==> src/rtl/mem_ctrl_if.sv <==
// Bus bundle for mem_ctrl: IF fetch port, MEM load/store port, byte-wide RAM port.
// The slave modport is the controller's view. The master modport is the view of
// the surrounding pipeline and RAM.
interface mem_ctrl_if #(
  parameter int ADDR_W = 32
);
  logic              flush;
  logic              if_req;
  logic [ADDR_W-1:0] if_addr;
  logic              if_done;
  logic [31:0]       if_inst;
  logic              mem_req;
  logic              mem_we;
  logic [ADDR_W-1:0] mem_addr;
  logic [1:0]        mem_len;
  logic [31:0]       mem_wdata;
  logic              mem_done;
  logic [31:0]       mem_rdata;
  logic [ADDR_W-1:0] ram_addr;
  logic              ram_we;
  logic [7:0]        ram_dout;
  logic [7:0]        ram_din;

  modport slave (
    input  flush, if_req, if_addr, mem_req, mem_we, mem_addr, mem_len, mem_wdata, ram_din,
    output if_done, if_inst, mem_done, mem_rdata, ram_addr, ram_we, ram_dout
  );

  modport master (
    output flush, if_req, if_addr, mem_req, mem_we, mem_addr, mem_len, mem_wdata, ram_din,
    input  if_done, if_inst, mem_done, mem_rdata, ram_addr, ram_we, ram_dout
  );
endinterface

==> src/rtl/mem_ctrl.sv <==
// mem_ctrl: arbitrates the single byte-wide RAM port between instruction fetch
// and load/store. It splits word and halfword accesses into little-endian byte
// transactions.
// Optional build macro MEM_CTRL_PERF_EN adds three free-running performance
// counters:
//   - accepted IF accesses,
//   - accepted MEM accesses,
//   - IDLE cycles in which both requesters are eligible.
module mem_ctrl #(
  parameter int ADDR_W       = 32,
  parameter int STARVE_LIMIT = 4
) (
  input  logic        clk,
  input  logic        rst,
`ifdef MEM_CTRL_PERF_EN
  output logic [31:0] perf_if_cnt,
  output logic [31:0] perf_mem_cnt,
  output logic [31:0] perf_conflict_cnt,
`endif
  mem_ctrl_if.slave   bus
);

  localparam int SW = (STARVE_LIMIT < 2) ? 1 : $clog2(STARVE_LIMIT + 1);

  typedef enum logic [1:0] {IDLE, IF_RD, MEM_RD, MEM_WR} state_t;

  state_t            state_r, state_nxt_s;
  logic [2:0]        cnt_r;
  logic [2:0]        n_r;
  logic [31:0]       wdata_r;
  logic [31:0]       acc_r;
  logic [SW-1:0]     starve_r;
  logic [ADDR_W-1:0] ram_addr_r;
  logic              ram_we_r;
  logic [7:0]        ram_dout_r;
  logic              if_done_r;
  logic [31:0]       if_inst_r;
  logic              mem_done_r;
  logic [31:0]       mem_rdata_r;

  logic              if_elig_s, mem_elig_s, conflict_s, starved_s;
  logic              grant_if_s, grant_mem_s;
  logic [2:0]        mem_n_s;
  logic              last_s;
  logic [31:0]       assembled_s;

  // Pick byte idx[1:0] of a little-endian word
  function automatic logic [7:0] byte_sel(input logic [31:0] w, input logic [2:0] idx);
    logic [7:0] b;
    case (idx[1:0])
      2'd0:    b = w[7:0];
      2'd1:    b = w[15:8];
      2'd2:    b = w[23:16];
      2'd3:    b = w[31:24];
      default: b = 8'd0;
    endcase
    return b;
  endfunction

  assign bus.ram_addr  = ram_addr_r;
  assign bus.ram_we    = ram_we_r;
  assign bus.ram_dout  = ram_dout_r;
  assign bus.if_done   = if_done_r;
  assign bus.if_inst   = if_inst_r;
  assign bus.mem_done  = mem_done_r;
  assign bus.mem_rdata = mem_rdata_r;

  // A requester completing this cycle is ignored so a held request does not
  // re-issue. Flush masks the fetch request.
  assign if_elig_s  = bus.if_req & ~bus.flush & ~if_done_r;
  assign mem_elig_s = bus.mem_req & ~mem_done_r;
  assign conflict_s = (state_r == IDLE) & if_elig_s & mem_elig_s;
  assign starved_s  = (STARVE_LIMIT != 0) && (starve_r == SW'(STARVE_LIMIT));
  assign last_s     = (cnt_r == n_r);

  // Arbitration: MEM has priority unless IF has lost STARVE_LIMIT conflicts in a row
  always_comb begin
    grant_if_s  = 1'b0;
    grant_mem_s = 1'b0;
    if (state_r == IDLE) begin
      if (conflict_s) begin
        if (starved_s) begin
          grant_if_s = 1'b1;
        end else begin
          grant_mem_s = 1'b1;
        end
      end else if (if_elig_s) begin
        grant_if_s = 1'b1;
      end else if (mem_elig_s) begin
        grant_mem_s = 1'b1;
      end else begin
        grant_if_s  = 1'b0;
        grant_mem_s = 1'b0;
      end
    end else begin
      grant_if_s  = 1'b0;
      grant_mem_s = 1'b0;
    end
  end

  // Map the load/store length code to a byte count; code 3 behaves as a word
  always_comb begin
    mem_n_s = 3'd4;
    case (bus.mem_len)
      2'd0:    mem_n_s = 3'd1;
      2'd1:    mem_n_s = 3'd2;
      default: mem_n_s = 3'd4;
    endcase
  end

  // Merge the byte on ram_din (read address issued cnt-1 steps ago) into the accumulator
  always_comb begin
    assembled_s = acc_r;
    case (cnt_r)
      3'd1:    assembled_s[7:0]   = bus.ram_din;
      3'd2:    assembled_s[15:8]  = bus.ram_din;
      3'd3:    assembled_s[23:16] = bus.ram_din;
      3'd4:    assembled_s[31:24] = bus.ram_din;
      default: assembled_s        = acc_r;
    endcase
  end

  // State register
  always_ff @(posedge clk) begin
    if (rst) begin
      state_r <= IDLE;
    end else begin
      state_r <= state_nxt_s;
    end
  end

  // Next-state logic: reads stay one cycle past the last address, to catch the final byte
  always_comb begin
    state_nxt_s = state_r;
    case (state_r)
      IDLE: begin
        if (grant_if_s) begin
          state_nxt_s = IF_RD;
        end else if (grant_mem_s) begin
          state_nxt_s = bus.mem_we ? MEM_WR : MEM_RD;
        end else begin
          state_nxt_s = IDLE;
        end
      end
      IF_RD: begin
        if (bus.flush || last_s) begin
          state_nxt_s = IDLE;
        end else begin
          state_nxt_s = IF_RD;
        end
      end
      MEM_RD: begin
        if (last_s) begin
          state_nxt_s = IDLE;
        end else begin
          state_nxt_s = MEM_RD;
        end
      end
      MEM_WR: begin
        if (cnt_r == (n_r - 3'd1)) begin
          state_nxt_s = IDLE;
        end else begin
          state_nxt_s = MEM_WR;
        end
      end
      default: state_nxt_s = IDLE;
    endcase
  end

  // Datapath: RAM port sequencing, byte capture and completion pulses
  always_ff @(posedge clk) begin
    if (rst) begin
      cnt_r       <= 3'd0;
      n_r         <= 3'd0;
      wdata_r     <= 32'd0;
      acc_r       <= 32'd0;
      ram_addr_r  <= '0;
      ram_we_r    <= 1'b0;
      ram_dout_r  <= 8'd0;
      if_done_r   <= 1'b0;
      if_inst_r   <= 32'd0;
      mem_done_r  <= 1'b0;
      mem_rdata_r <= 32'd0;
    end else begin
      if_done_r  <= 1'b0;
      mem_done_r <= 1'b0;
      case (state_r)
        IDLE: begin
          if (grant_if_s) begin
            ram_addr_r <= bus.if_addr;
            ram_we_r   <= 1'b0;
            cnt_r      <= 3'd0;
            n_r        <= 3'd4;
            acc_r      <= 32'd0;
          end else if (grant_mem_s) begin
            ram_addr_r <= bus.mem_addr;
            ram_we_r   <= bus.mem_we;
            ram_dout_r <= bus.mem_we ? bus.mem_wdata[7:0] : ram_dout_r;
            wdata_r    <= bus.mem_wdata;
            cnt_r      <= 3'd0;
            n_r        <= mem_n_s;
            acc_r      <= 32'd0;
          end else begin
            ram_we_r <= 1'b0;
          end
        end
        IF_RD, MEM_RD: begin
          ram_we_r <= 1'b0;
          if ((state_r == IF_RD) && bus.flush) begin
            cnt_r <= 3'd0;
          end else if (last_s) begin
            if (state_r == IF_RD) begin
              if_done_r <= 1'b1;
              if_inst_r <= assembled_s;
            end else begin
              mem_done_r  <= 1'b1;
              mem_rdata_r <= assembled_s;
            end
          end else begin
            acc_r <= assembled_s;
            cnt_r <= cnt_r + 3'd1;
            if (cnt_r < (n_r - 3'd1)) begin
              ram_addr_r <= ram_addr_r + ADDR_W'(1);
            end else begin
              ram_addr_r <= ram_addr_r;
            end
          end
        end
        MEM_WR: begin
          if (cnt_r == (n_r - 3'd1)) begin
            ram_we_r   <= 1'b0;
            mem_done_r <= 1'b1;
          end else begin
            ram_we_r   <= 1'b1;
            ram_addr_r <= ram_addr_r + ADDR_W'(1);
            ram_dout_r <= byte_sel(wdata_r, cnt_r + 3'd1);
            cnt_r      <= cnt_r + 3'd1;
          end
        end
        default: begin
          ram_we_r <= 1'b0;
          cnt_r    <= 3'd0;
        end
      endcase
    end
  end

  // Starvation counter: counts IF conflict losses, cleared whenever IF is granted
  always_ff @(posedge clk) begin
    if (rst) begin
      starve_r <= '0;
    end else if (grant_if_s) begin
      starve_r <= '0;
    end else if (conflict_s && grant_mem_s && (STARVE_LIMIT != 0)) begin
      starve_r <= starve_r + SW'(1);
    end else begin
      starve_r <= starve_r;
    end
  end

`ifdef MEM_CTRL_PERF_EN
  // Performance counters: accepted IF, accepted MEM, and contended IDLE cycles
  always_ff @(posedge clk) begin
    if (rst) begin
      perf_if_cnt       <= 32'd0;
      perf_mem_cnt      <= 32'd0;
      perf_conflict_cnt <= 32'd0;
    end else begin
      perf_if_cnt       <= perf_if_cnt + {31'd0, grant_if_s};
      perf_mem_cnt      <= perf_mem_cnt + {31'd0, grant_mem_s};
      perf_conflict_cnt <= perf_conflict_cnt + {31'd0, conflict_s};
    end
  end
`else
  // Performance counters are not built in this configuration.
`endif

endmodule
==> src/flat_wrapper.sv <==
// flat-port wrapper written by rule: the top's interface ports become plain ports
module mem_ctrl_flat 
#(
  parameter int ADDR_W       = 32,
  parameter int STARVE_LIMIT = 4
)
  (clk, rst, bus_flush, bus_if_req, bus_if_addr, bus_mem_req, bus_mem_we, bus_mem_addr, bus_mem_len, bus_mem_wdata, bus_ram_din, bus_if_done, bus_if_inst, bus_mem_done, bus_mem_rdata, bus_ram_addr, bus_ram_we, bus_ram_dout);
  mem_ctrl_if #(.ADDR_W(ADDR_W)) bus_i ();
  input  logic clk;
  input  logic rst;
  input wire logic [$bits(bus_i.flush)-1:0] bus_flush;
  input wire logic [$bits(bus_i.if_req)-1:0] bus_if_req;
  input wire logic [$bits(bus_i.if_addr)-1:0] bus_if_addr;
  input wire logic [$bits(bus_i.mem_req)-1:0] bus_mem_req;
  input wire logic [$bits(bus_i.mem_we)-1:0] bus_mem_we;
  input wire logic [$bits(bus_i.mem_addr)-1:0] bus_mem_addr;
  input wire logic [$bits(bus_i.mem_len)-1:0] bus_mem_len;
  input wire logic [$bits(bus_i.mem_wdata)-1:0] bus_mem_wdata;
  input wire logic [$bits(bus_i.ram_din)-1:0] bus_ram_din;
  output wire logic [$bits(bus_i.if_done)-1:0] bus_if_done;
  output wire logic [$bits(bus_i.if_inst)-1:0] bus_if_inst;
  output wire logic [$bits(bus_i.mem_done)-1:0] bus_mem_done;
  output wire logic [$bits(bus_i.mem_rdata)-1:0] bus_mem_rdata;
  output wire logic [$bits(bus_i.ram_addr)-1:0] bus_ram_addr;
  output wire logic [$bits(bus_i.ram_we)-1:0] bus_ram_we;
  output wire logic [$bits(bus_i.ram_dout)-1:0] bus_ram_dout;
  assign bus_i.flush = bus_flush;
  assign bus_i.if_req = bus_if_req;
  assign bus_i.if_addr = bus_if_addr;
  assign bus_i.mem_req = bus_mem_req;
  assign bus_i.mem_we = bus_mem_we;
  assign bus_i.mem_addr = bus_mem_addr;
  assign bus_i.mem_len = bus_mem_len;
  assign bus_i.mem_wdata = bus_mem_wdata;
  assign bus_i.ram_din = bus_ram_din;
  assign bus_if_done = bus_i.if_done;
  assign bus_if_inst = bus_i.if_inst;
  assign bus_mem_done = bus_i.mem_done;
  assign bus_mem_rdata = bus_i.mem_rdata;
  assign bus_ram_addr = bus_i.ram_addr;
  assign bus_ram_we = bus_i.ram_we;
  assign bus_ram_dout = bus_i.ram_dout;
  mem_ctrl #(.ADDR_W(ADDR_W), .STARVE_LIMIT(STARVE_LIMIT)) u_core (.clk(clk), .rst(rst), .bus(bus_i));
endmodule
==> config.mk <==
export PLATFORM = sky130hd
export DESIGN_NAME = mem_ctrl_flat
export DESIGN_NICKNAME = d
export VERILOG_FILES = /design/src/rtl/mem_ctrl_if.sv /design/src/rtl/mem_ctrl.sv /design/src/flat_wrapper.sv
export SDC_FILE = /design/constraint.sdc
export NUM_CORES = 1
export LEC_CHECK = 0
export ABC_CLOCK_PERIOD_IN_PS = 3700
export CORE_UTILIZATION = 49
export DETAILED_ROUTE_END_ITERATION = 8
export PLACE_DENSITY_LB_ADDON = 0.3
export RECOVER_POWER = 50
export SYNTH_ARGS = -nofsm -noshare
export SYNTH_HDL_FRONTEND = slang
export SYNTH_SLANG_ARGS = --single-unit
==> constraint.sdc <==
create_clock -name clk -period 3.7 [get_ports clk]
set_clock_uncertainty 0.2 [all_clocks]
set_input_delay 0.555 -clock clk [delete_from_list [all_inputs] [get_ports clk]]
set_output_delay 0.555 -clock clk [all_outputs]
set_load 0.02 [all_outputs]
Yosys cells after proc, flatten, opt, wreduce, memory -nomap -nowiden
Cells that the tools add are included.
{"block": "word_totals", "output_inout_bits": 107, "ff_bits": 182, "word_cells": 131, "in_bits": 112}
{"block": "classes", "magnitude_cmp": 1, "add_sub_neg": 4, "reduce_logical": 20, "bitwise": 13, "mux": 57, "eq_ne": 23}
{"op": "$mux 32", "n": 10}
{"op": "$pmux 32 s3", "n": 1}
{"op": "$mux 8", "n": 8}
{"op": "$pmux 32 s2", "n": 1}
{"op": "$add 32x1->32 const B", "n": 1}
{"op": "$pmux 8 s4", "n": 1}
{"op": "$mux 3", "n": 7}
{"op": "$mux 1", "n": 19}
{"op": "$pmux 8 s2", "n": 1}
{"op": "$reduce_and 4->1", "n": 3}
{"op": "$ne 2x2->1 const B", "n": 5}
{"op": "$reduce_and 5->1", "n": 2}
{"op": "$pmux 3 s3", "n": 1}
{"op": "$eq 2x2->1 const B", "n": 4}
{"op": "$mux 2", "n": 4}
{"op": "$not 1->1", "n": 8}
{"op": "$pmux 2 s4", "n": 1}
{"op": "$add 3x1->3 const B", "n": 2}
{"op": "$eq 2x1->1 const B", "n": 3}
{"op": "$eq 3x2->1 const B", "n": 2}
{"op": "$eq 3x3->1", "n": 2}
{"op": "$eq 3x3->1 const B", "n": 2}
{"op": "$logic_not 2->1", "n": 3}
{"op": "$pmux 3 s2", "n": 1}
{"op": "other kinds (16)", "n": 26}

Logic depth before layout (Yosys ltp)
Gate-level depths: netlist of the first run.
{"block": "depth", "word_depth": 10, "mapped_depth": 10}

Worst setup path after synthesis of the first run
No wires, ideal clock.
{"block": "synth_timing", "kind": "reg2reg", "start": "reg u_core.ram_addr_r[0], in the netlist u_core.bus.ram_addr[0]", "end": "reg u_core.ram_addr_r[30], in the netlist u_core.bus.ram_addr[30]", "stages_incl_launch_ff": 8, "slack_ns": 0.962, "required_time_ns": 3.440, "arrival_time_ns": 2.478, "cell_sequence": "dfxtp_1 > ha_1 > nand4_4 > or4_4 > or3_4 > or4_1 > o21ai_1 > a32o_2"}
{"block": "synth_between", "elab_chain_len": 5, "elab_cells_between_ends": 6, "cone_classes": "1 x add/sub; 5 x mux"}
{"item": "start: declaration", "line": "mem_ctrl.sv:33", "source": "logic [ADDR_W-1:0] ram_addr_r;"}
{"item": "start signal: assignment", "line": "mem_ctrl.sv:190", "source": "ram_addr_r <= bus.if_addr;"}
{"item": "start signal: assignment", "line": "mem_ctrl.sv:196", "source": "ram_addr_r <= bus.mem_addr;"}
{"item": "start signal: assignment", "line": "mem_ctrl.sv:223", "source": "ram_addr_r <= ram_addr_r + ADDR_W'(1);"}
{"item": "$add 32x1->32 (*)", "line": "mem_ctrl.sv:223, mem_ctrl.sv:235"}
{"item": "$mux 32", "line": "mem_ctrl.sv:222", "source": "if (cnt_r < (n_r - 3'd1)) begin"}
{"item": "$mux 32", "line": "mem_ctrl.sv:211", "source": "end else if (last_s) begin"}
{"item": "$mux 32", "line": "mem_ctrl.sv:209", "source": "if ((state_r == IF_RD) && bus.flush) begin"}
{"item": "$pmux 32 s3 (*)", "line": "mem_ctrl.sv:187", "source": "case (state_r)"}
Mark *: on every way between the ends. The rest lies on a longest branch, timed or not. The select of a mux whose other input is x is not followed.
A chain may end at the register's enable or synchronous reset.

Worst setup path after layout of the first run
{"block": "layout_timing", "start": "reg u_core.state_r[1]", "end": "reg u_core.wdata_r[21]"}
{"block": "layout_between", "elab_chain_len": 7, "elab_cells_between_ends": 9, "cone_classes": "4 x mux; 3 x bitwise; 2 x reduce/logical"}
{"item": "start: declaration", "line": "mem_ctrl.sv:27", "source": "state_t state_r, state_nxt_s;"}
{"item": "start signal: assignment", "line": "mem_ctrl.sv:128", "source": "state_r <= state_nxt_s;"}
{"item": "$logic_not 2->1 (*)", "line": "mem_ctrl.sv:72, mem_ctrl.sv:80, mem_ctrl.sv:187"}
{"item": "$and 1x1->1 (2 in a row)", "line": "mem_ctrl.sv:72", "source": "assign conflict_s = (state_r == IDLE) & if_elig_s & mem_elig_s;"}
{"item": "$mux 1", "line": "mem_ctrl.sv:81", "source": "if (conflict_s) begin"}
{"item": "$mux 1", "line": "mem_ctrl.sv:80", "source": "if (state_r == IDLE) begin"}
{"item": "$not 1->1 (no line)"}
{"item": "$reduce_and 3->1 (no line) (*)"}
{"item": "end signal: assignment", "line": "mem_ctrl.sv:199", "source": "wdata_r <= bus.mem_wdata;"}
{"item": "end: declaration", "line": "mem_ctrl.sv:30", "source": "logic [31:0] wdata_r;"}
Mark *: on every way between the ends. The rest lies on a longest branch, timed or not.

==> results of run 1 <==
-- cell type report --
cell class | instances | area share
clock buffers | 21 | 0.04063
multi-input cells | 723 | 0.3870
well taps | 220 | 0.02429
flip-flops and latches | 182 | 0.3215
repair buffers | 238 | 0.2043
clock inverters | 11 | 0.01203
inverters | 31 | 0.01027
-- critical path: stages, from the launching register on --
cell and delay [ns]:
dfxtp_1 0.33, inv_1 0.10, ha_1 0.45, nand3b_1 0.28, a21oi_1 0.23, clkbuf_1 1.07, nand2_1 0.21, a21oi_1 0.18
-- flip-flops by register name (all words and copies together), names as in the netlist, 3 cells and up --
name                  flops
u_core.acc_r             32
u_core.bus.if_inst       32
u_core.wdata_r           32
u_core.bus.ram_dout       8
u_core.bus.ram_addr      32
u_core.n_r                3
u_core.bus.mem_rdata     32
u_core.cnt_r              3
u_core.starve_r           3
-- cell families (layout without fill, tap and decap cells) --
kind of cell | count (synthesis) | count (layout) | share of synthesized area
xor+xnor | 3 | 3 | 0.003117
compound gates | 295 | 295 | 0.2395
fa+ha+maj | 17 | 17 | 0.02523
buf+inv | 108 | 301 | 0.04941
mux | 52 | 52 | 0.06173
simple gates | 356 | 356 | 0.1889
flops | 182 | 182 | 0.4321
-- report_power, final --
part           internal (uW)  switching (uW)
Combinational            501             682
Clock                   1040             796
Sequential              2110             133
-- worst paths after layout --
check | startpoint | endpoint | slack (ns) | depth (start not counted)
worst max-delay path | u_core.state_r[1] | u_core.wdata_r[21] | 0.58 | 7
worst min register to register | u_core.wdata_r[19] | u_core.wdata_r[19] | 0.26 | 2
worst min-delay path | u_core.wdata_r[19] | u_core.wdata_r[19] | 0.26 | 2
worst max register to register | u_core.state_r[1] | u_core.wdata_r[21] | 0.58 | 7
-- routing by layer --
layer	share of wire	up-vias	track usage
met3	0.065	47	0.05137
li1	-	4036	-
met4	0.024	0	0.1023
met2	0.46	342	0.4232
met5	0	-	0
met1	0.45	3794	0.3593
-- synth_stat cells, types with 3 or more instances --
master,n
a222oi_1,8
o21ai_1,3
clkbuf_1,63
nor3_1,16
and3_1,8
nor4_1,6
nand2b_1,3
nor2_1,109
buf_1,5
nand2_1,146
o21ai_0,38
o211ai_1,7
or3_1,6
mux2i_1,52
a32o_1,9
o32ai_1,9
a211oi_1,73
a21oi_1,77
and2_1,4
a22oi_1,6
a32oi_1,5
buf_2,9
ha_1,17
nand4_1,11
dfxtp_1,182
a22o_1,16
inv_1,31
a31oi_1,13
nand3_1,18
o2bb2ai_1,12
nor2b_1,12
or4_1,3
a31o_2,3
o21a_1,5
-- stage by stage --
stage                     power, uW  setup WS, ns  utilization  instance area, um^2  std cells
after CTS                      5318        0.7494       0.6798                11350       1426
after detailed placement       3507        0.3629       0.6441                10760       1394
after global routing           5484        0.3186       0.6786                11330       1426
after global placement         3483        0.4057       0.6441                10760       1394
after floorplan                2961        0.9621            -                 8432       1013
final                          5270        0.5799       0.6786                11330       1426
==> summary.txt, run 1 <==
Status
  – Status: completed

Route
  – DR pass1 iterations: 6
  – Via count: around 8200
  – Detailed Route Iter0 Violations: about 640
  – Per-cell routed wire length: around 16 um
  – Post-route ant nets: 0
  – Avg Vias per Cell: slightly below 6
  – WL final: roughly 24000 um
  – # DRC: 0

Worst setup path
  – WS Path Type: flop to flop
  – Critical Path RT: ~3.9 ns
  – Worst Path Arrival: about 3.3 ns
  – Startpoint types: flop
  – Critical Path Fanout Max: 33
  – CP Capture Type: flop

Floorplanning
  – Initial cell density of the core: 0.5049
  – I/O pin cnt: between 200 and 250
  – Chip Width: about 130 um
  – Row count: between 40 and 50
  – Die height: ~130 um
  – Die area: roughly 18000 um^2
  – Core Footprint: roughly 17000 um^2

Clocking
  – Cts hold-fix bufs: 0
  – Setup Buffers After CTS: 0
  – Htree depth: 4
  – Clock Sinks: between 150 and 200
  – Clock Pin Slew Worst Setup and Hold Paths: roughly 0.07 ns
  – Root Buffer: clkbuf_16
  – CTS buffer count: 17
  – Maximum clock insertion buffer count: 2
  – Clock Latency Late Sink: around 0.43 ns
  – CTS tree: done
  – CTS resizes: 0

Place
  – Post-DP HPWL: around 16000 um
  – Final Wtd Congestion: 0.8429
  – Port bufs: roughly 220

Cells and area
  – Fraction of layout cells with a size suffix above 1: 0.05224
  – Area growth from synthesis to layout: 34.41%
  – Commonest non-fill, non-tap cell in the layout: dfxtp_1
  – Antenna Cells: 0
  – Fillers: between 1000 and 1500
  – Seq. cell area: roughly 3600 um^2
  – Multi-input logic area: ~4400 um^2
  – Nets@finish: about 1300
  – Most frequent cells in the layout: dfxtp_1, nand2_1, clkdlybuf4s50_1

STA
  – Max-slew headroom: 0.04356
  – RSZ-0062 raised after global routing: no
  – Setup_tns: 0 ns
  – Worst slew pin tran: approximately 1.4 ns
  – Final hold violation count: 0
  – Slew Viols, Final: 0
  – Tcrit/Tclk final: 0.8433
  – Tmin final: 3.120 ns
  – Worst Hold Slack: 0.2553 ns
  – Fmax: 0.3205 GHz
  – Count of final setup violators: 0

Global routing
  – Pin count of the biggest net entering global routing: 84
  – GRT Total Usage: 0.2669
  – Grt ovf: 0
  – Vias in the first global route: 7609
  – Global-route wire length before repair: between 30000 and 40000 um
  – Initial antenna violation count: 0

Synth
  – Synth warn: 0
  – Dominant cell type by area after synthesis: dfxtp_1
  – Synth top area cells: dfxtp_1, a211oi_1, nand2_1
  – Asr flop ratio synth: 0
  – Post-synth top area share: 0.4321
  – Post-synth EDFFs: 0
  – Most used DFF post-synth: dfxtp_1
  – Seq/Total Area, Yosys: 0.4321
  – Register bit count reported by yosys: 182
  – Syn_nets: between 1000 and 1500
  – Syn Area/Cell: between 8 and 9 um^2
  – Mapped Area: 8432 um^2
  – Cells after Synth: 1013
  – Post-synth cell types: 57

Pwr
  – Power per cell area: roughly 470 nW/um^2
  – Leak: 0.004334 uW
  – Maximum vdd drop: around 0.44 mV

Flow run
  – MaxCap Viol Count: 0

Hold path
  – Hold Crit Class: flop to flop
No activity file was read; power rests on OpenSTA's default activity.
==> run 2, diff against run 1 <==
- ABC_CLOCK_PERIOD_IN_PS: 3700 -> 2900
- clock period: 3.7 -> 2.9 ns (I/O delays scaled with it)
==> summary.txt, run 2 (synthesis results as in run 1) <==
Place
  – Final Wtd Congestion: between 0.8 and 0.9
  – Post-DP HPWL: roughly 17000 um
  – Port bufs: 218
  – Post-Place Cell Area: about 11000 um^2

Worst setup path
  – Critical Path Fanout Max: 25
  – Worst Path Arrival: approximately 2.9 ns
  – CP Capture Type: flop
  – Critical Path RT: a little over 3 ns
  – WS Path Type: flop to flop
  – Startpoint types: flop

Clocking
  – CTS buffer count: 17
  – Clock Sinks: roughly 180
  – Root Buffer: clkbuf_16
  – Maximum clock insertion buffer count: 2
  – CTS tree: done
  – Clock Latency Late Sink: roughly 0.43 ns
  – Htree depth: 4
  – Clock Pin Slew Worst Setup and Hold Paths: 0.06 ns
  – Cts hold-fix bufs: 0

Floorplanning
  – Initial cell density of the core: 0.5049
  – Chip Width: around 130 um
  – I/O pin cnt: between 200 and 250
  – Die height: between 100 and 150 um
  – Die area: 17740 um^2
  – Core Footprint: 16700 um^2
  – Row count: between 40 and 50

Pwr
  – Power per cell area: 586.2 nW/um^2
  – Maximum vdd drop: roughly 0.52 mV
  – Overall Power: between 6000 and 7000 uW
  – Leak: 0.004457 uW

STA
  – Max-slew headroom: 0.2995
  – Worst slew pin tran: 1.049 ns
  – RSZ-0062 raised after global routing: no
  – Fmax: 0.3605 GHz
  – Slew Viols, Final: 0
  – Final hold violation count: 0
  – Tmin final: roughly 2.8 ns
  – Worst Hold Slack: around 0.25 ns
  – Count of final setup violators: 0
  – Tcrit/Tclk final: 0.9566
  – Setup_tns: 0 ns

Route
  – Avg Vias per Cell: 5.728
  – Per-cell routed wire length: roughly 16 um
  – Via count: approximately 8300
  – Post-route ant nets: 0
  – DR pass1 iterations: 5
  – WL final: 23550 um
  – # DRC: 0
  – Detailed Route Iter0 Violations: 680

Global routing
  – Global-route wire length before repair: around 38000 um
  – Vias in the first global route: roughly 8000
  – Grt ovf: 0
  – Initial antenna violation count: 0
  – GRT Total Usage: 0.2682
  – Pin count of the biggest net entering global routing: 65

Cells and area
  – Commonest non-fill, non-tap cell in the layout: dfxtp_1
  – Final Instance Area: ~12000 um^2
  – Most frequent cells in the layout: dfxtp_1, nand2_1, clkdlybuf4s50_1
  – Area growth from synthesis to layout: 37.41%
  – Nets@finish: between 1000 and 1500
  – Antenna Cells: 0
  – Fraction of layout cells with a size suffix above 1: 0.07259
  – Fillers: 1348

Hold path
  – Hold Crit Class: primary input to flop

Flow run
  – MaxCap Viol Count: 0

Status
  – Status: completed
-- run 2: changes by cell type in the layout (fill, tap and decap cells not counted), sizes merged --
cell	before	now
buf	17	37
inv	35	36
clkinv	3	2
-- run 2: metal layers --
layer | GRT usage | share of wire | vias up
met2 | 0.4348 | 0.46 | 359
met1 | 0.3530 | 0.46 | 3809
met3 | 0.05594 | 0.069 | 33
li1 | - | - | 4081
met4 | 0.09596 | 0.018 | 0
met5 | 0 | 0 | -
-- run 2: timing repair --
action,CTS,global route
gates resized for setup,0,4
endpoints found under the setup margin,0,26
setup buffers,0,1
-- run 2: worst paths after layout --
kind	start	endpoint	slack [ns]	cells after the start
worst min register to register	u_core.wdata_r[24]	u_core.wdata_r[24]	0.26	2
worst max-delay path	u_core.cnt_r[0]	u_core.bus.ram_addr[26]	0.13	8
worst min-delay path	rst	u_core.starve_r[0]	0.25	2
worst max register to register	u_core.cnt_r[0]	u_core.bus.ram_addr[26]	0.13	8
-- run 2: critical path, cell delays in order, from the launching register on --
cell and delay [ns]:
dfxtp_1 0.41, inv_1 0.11, ha_1 0.33, or4b_1 0.72
nand4_1 0.23, buf_12 0.20, nor2_1 0.07, buf_4 0.18
a32o_2 0.23
-- run 2: where the power goes --
| part | leakage, uW | switching (uW) | internal [uW] |
|---|---|---|---|
| combinational | 0.00269 | 898 | 703 |
| clock | 0.000286 | 1000 | 1330 |
| sequential | 0.00148 | 159 | 2700 |
| total | 0.00446 | 2060 | 4730 |
-- run 2: per-stage QoR --
step,std cells,util,worst slack [ns]
2_1_floorplan,1013,-,0.1621
3_3_place_gp,1413,0.6586,0.05299
3_5_place_dp,1413,0.6586,-0.01220
4_1_cts,1445,0.6943,0.1051
5_1_grt,1446,0.6937,0.001967
6_report,1446,0.6937,0.1259
-- run 2: layout make-up --
type	instances	area (um^2)	share of cell area
Inverter	31	116.4	0.01004
Clock buffer	21	460.4	0.03974
Timing Repair Buffer	258	2555	0.2205
Clock inverter	11	136.4	0.01177
Tap cell	220	275.3	0.02376
Multi-Input combinational cell	723	4399	0.3797
Sequential cell	182	3643	0.3145
==> run 3, diff against run 2 <==
- ABC_CLOCK_PERIOD_IN_PS: 2900 -> 3150
- CAP_MARGIN: unset -> 15
- HOLD_SLACK_MARGIN: unset -> 0.02
- clock period: 2.9 -> 3.15 ns (I/O delays scaled with it)
==> summary.txt, run 3 (synthesis results as in run 1) <==
Pwr
  – Logic gate share of total power: 0.226
  – Reg power frac: 0.419
  – Clock power frac: 0.354
  – Leak: approximately 0.0044 uW
  – Psw: 1911 uW
  – Power per cell area: approximately 550 nW/um^2
  – P_int: roughly 4400 uW
  – Switching Fraction: 0.3041
  – Maximum vdd drop: 0.4427 mV
  – Overall Power: around 6300 uW

Worst setup path
  – Critical path's top delay family: simple AND/OR/NAND/NOR gates
  – WS Path Type: flop to flop
  – Critical path's largest stage delay: around 0.38 ns
  – Critical path, cell by cell: inv_1 > ha_1 > ha_1 > nor2b_1 > o21a_1 > o21ai_0 > and4_1 > buf_12 > nand2_1 > o21ai_0
  – CP Capture Type: flop
  – Startpoint types: flop
  – Worst Path Arrival: about 3.1 ns
  – Critical Path RT: 3.29 ns
  – Worst path slowest cell: dfxtp_1
  – Buf/Inv on CP: 2
  – Critical Path Fanout Max: 21

Cells and area
  – Antenna Cells: 0
  – Final Instance Area: 11460 um^2
  – Nets@finish: about 1300
  – Seq. cell area: ~3600 um^2
  – Most frequent cells in the layout: dfxtp_1, nand2_1, clkdlybuf4s50_1
  – Multi-input logic area: 4392 um^2
  – Non-filler cells, final: about 1400
  – Area growth from synthesis to layout: 35.91%
  – Fraction of layout cells with a size suffix above 1: 0.06111
  – Fillers: about 1400
  – Commonest non-fill, non-tap cell in the layout: dfxtp_1

Route
  – # DRC: 0
  – DR pass1 iterations: 5
  – Avg Vias per Cell: about 5.7
  – Via count: roughly 8200
  – Post-route ant nets: 0
  – Detailed Route Iter0 Violations: between 600 and 700
  – WL final: ~24000 um
  – Per-cell routed wire length: between 15 and 20 um

Place
  – Setup WS pre-CTS: between 0.08 and 0.09 ns
  – Port bufs: ~220
  – Post-DP HPWL: approximately 17000 um
  – Post-Place Cell Area: roughly 11000 um^2
  – Final Wtd Congestion: a little under 0.9
  – Placed insts: between 1000 and 1500

STA
  – Final WS setup: ~0.19 ns
  – Tmin final: between 2 and 3 ns
  – Final hold violation count: 0
  – Setup_tns: 0 ns
  – Fmax: roughly 0.34 GHz
  – Slew Viols, Final: 0
  – RSZ-0062 raised after global routing: no
  – Max-slew headroom: 0.3193
  – Worst slew pin tran: between 1 and 1.5 ns
  – Count of final setup violators: 0
  – Tcrit/Tclk final: 0.9399

Clocking
  – CTS tree: done
  – CTS resizes: 0
  – Root Buffer: clkbuf_16
  – Maximum clock insertion buffer count: 2
  – Cts hold-fix bufs: 0
  – Htree depth: 4
  – Clock Pin Slew Worst Setup and Hold Paths: ~0.07 ns
  – CTS buffer count: 17
  – Setup Buffers After CTS: 0
  – Clock Latency Late Sink: approximately 0.43 ns
  – Clock Sinks: 182

Global routing
  – M2 GR Usage: 0.4299
  – Most Used Layer, Global Route: met2
  – Pin count of the biggest net entering global routing: about 150
  – Global-route wire length before repair: 38580 um
  – GRT met1 Usage: 0.3615
  – M3 GR Usage: 0.05061
  – GRT Total Usage: 0.2688
  – Initial antenna violation count: 0
  – Vias in the first global route: about 7700
  – Grt ovf: 0

Floorplanning
  – Chip Width: approximately 130 um
  – Row count: 47
  – I/O pin cnt: between 200 and 250
  – Die area: between 15000 and 20000 um^2
  – Core Footprint: 16700 um^2
  – Die height: 133.2 um
  – Initial cell density of the core: 0.5049

Flow run
  – MaxCap Viol Count: 0

Status
  – Status: completed

Hold path
  – Hold Crit Class: flop to flop
## run 3: final timing paths
path         slack (ns)  cells past startpoint                       to               from
max                0.19                     10  u_core.bus.ram_addr[20]      u_core.n_r[1]
min reg2reg        0.26                      2        u_core.wdata_r[6]  u_core.wdata_r[6]
max reg2reg        0.19                     10  u_core.bus.ram_addr[20]      u_core.n_r[1]
min                0.26                      2        u_core.wdata_r[6]  u_core.wdata_r[6]
## run 3: stage by stage
stage,util,hold WS [ns]
5_1_grt,0.6862,0.2705
2_1_floorplan,-,0.2317
6_report,0.6862,0.2585
3_5_place_dp,0.6508,0.2469
4_1_cts,0.6876,0.2561
3_3_place_gp,0.6508,0.2415
## run 3: cell type report
class / instances / share of cell area
Inverter: 31 / 0.01015
Timing Repair Buffer: 243 / 0.2111
Sequential cell: 182 / 0.3179
Clock inverter: 14 / 0.01529
Multi-Input combinational cell: 723 / 0.3832
Tap cell: 220 / 0.02402
Clock buffer: 18 / 0.03832
## run 3: per-layer routing
metal  vias up  part of all wire
met3        39             0.059
met4         0             0.021
li1       4031                 -
met1      3830              0.46
met2       312              0.46
met5         -                 0
## run 3: power groups by stage
stage | Combinational (uW) | Sequential, uW | Clock [uW]
final | 1420 | 2630 | 2230
after global routing | 1540 | 2660 | 2340
after CTS | 1470 | 2640 | 2230
after detailed placement | 1470 | 2690 | 0
after global placement | 1440 | 2680 | 0
after floorplan | 653 | 2830 | 0
## run 3: worst reg2reg max path, cell delays in order, from the launching register on
cell and delay (ns):
dfxtp_1 0.38, inv_1 0.06, ha_1 0.28, ha_1 0.31, nor2b_1 0.14, o21a_1 0.15, o21ai_0 0.26, and4_1 0.28
buf_12 0.17, nand2_1 0.33, o21ai_0 0.31
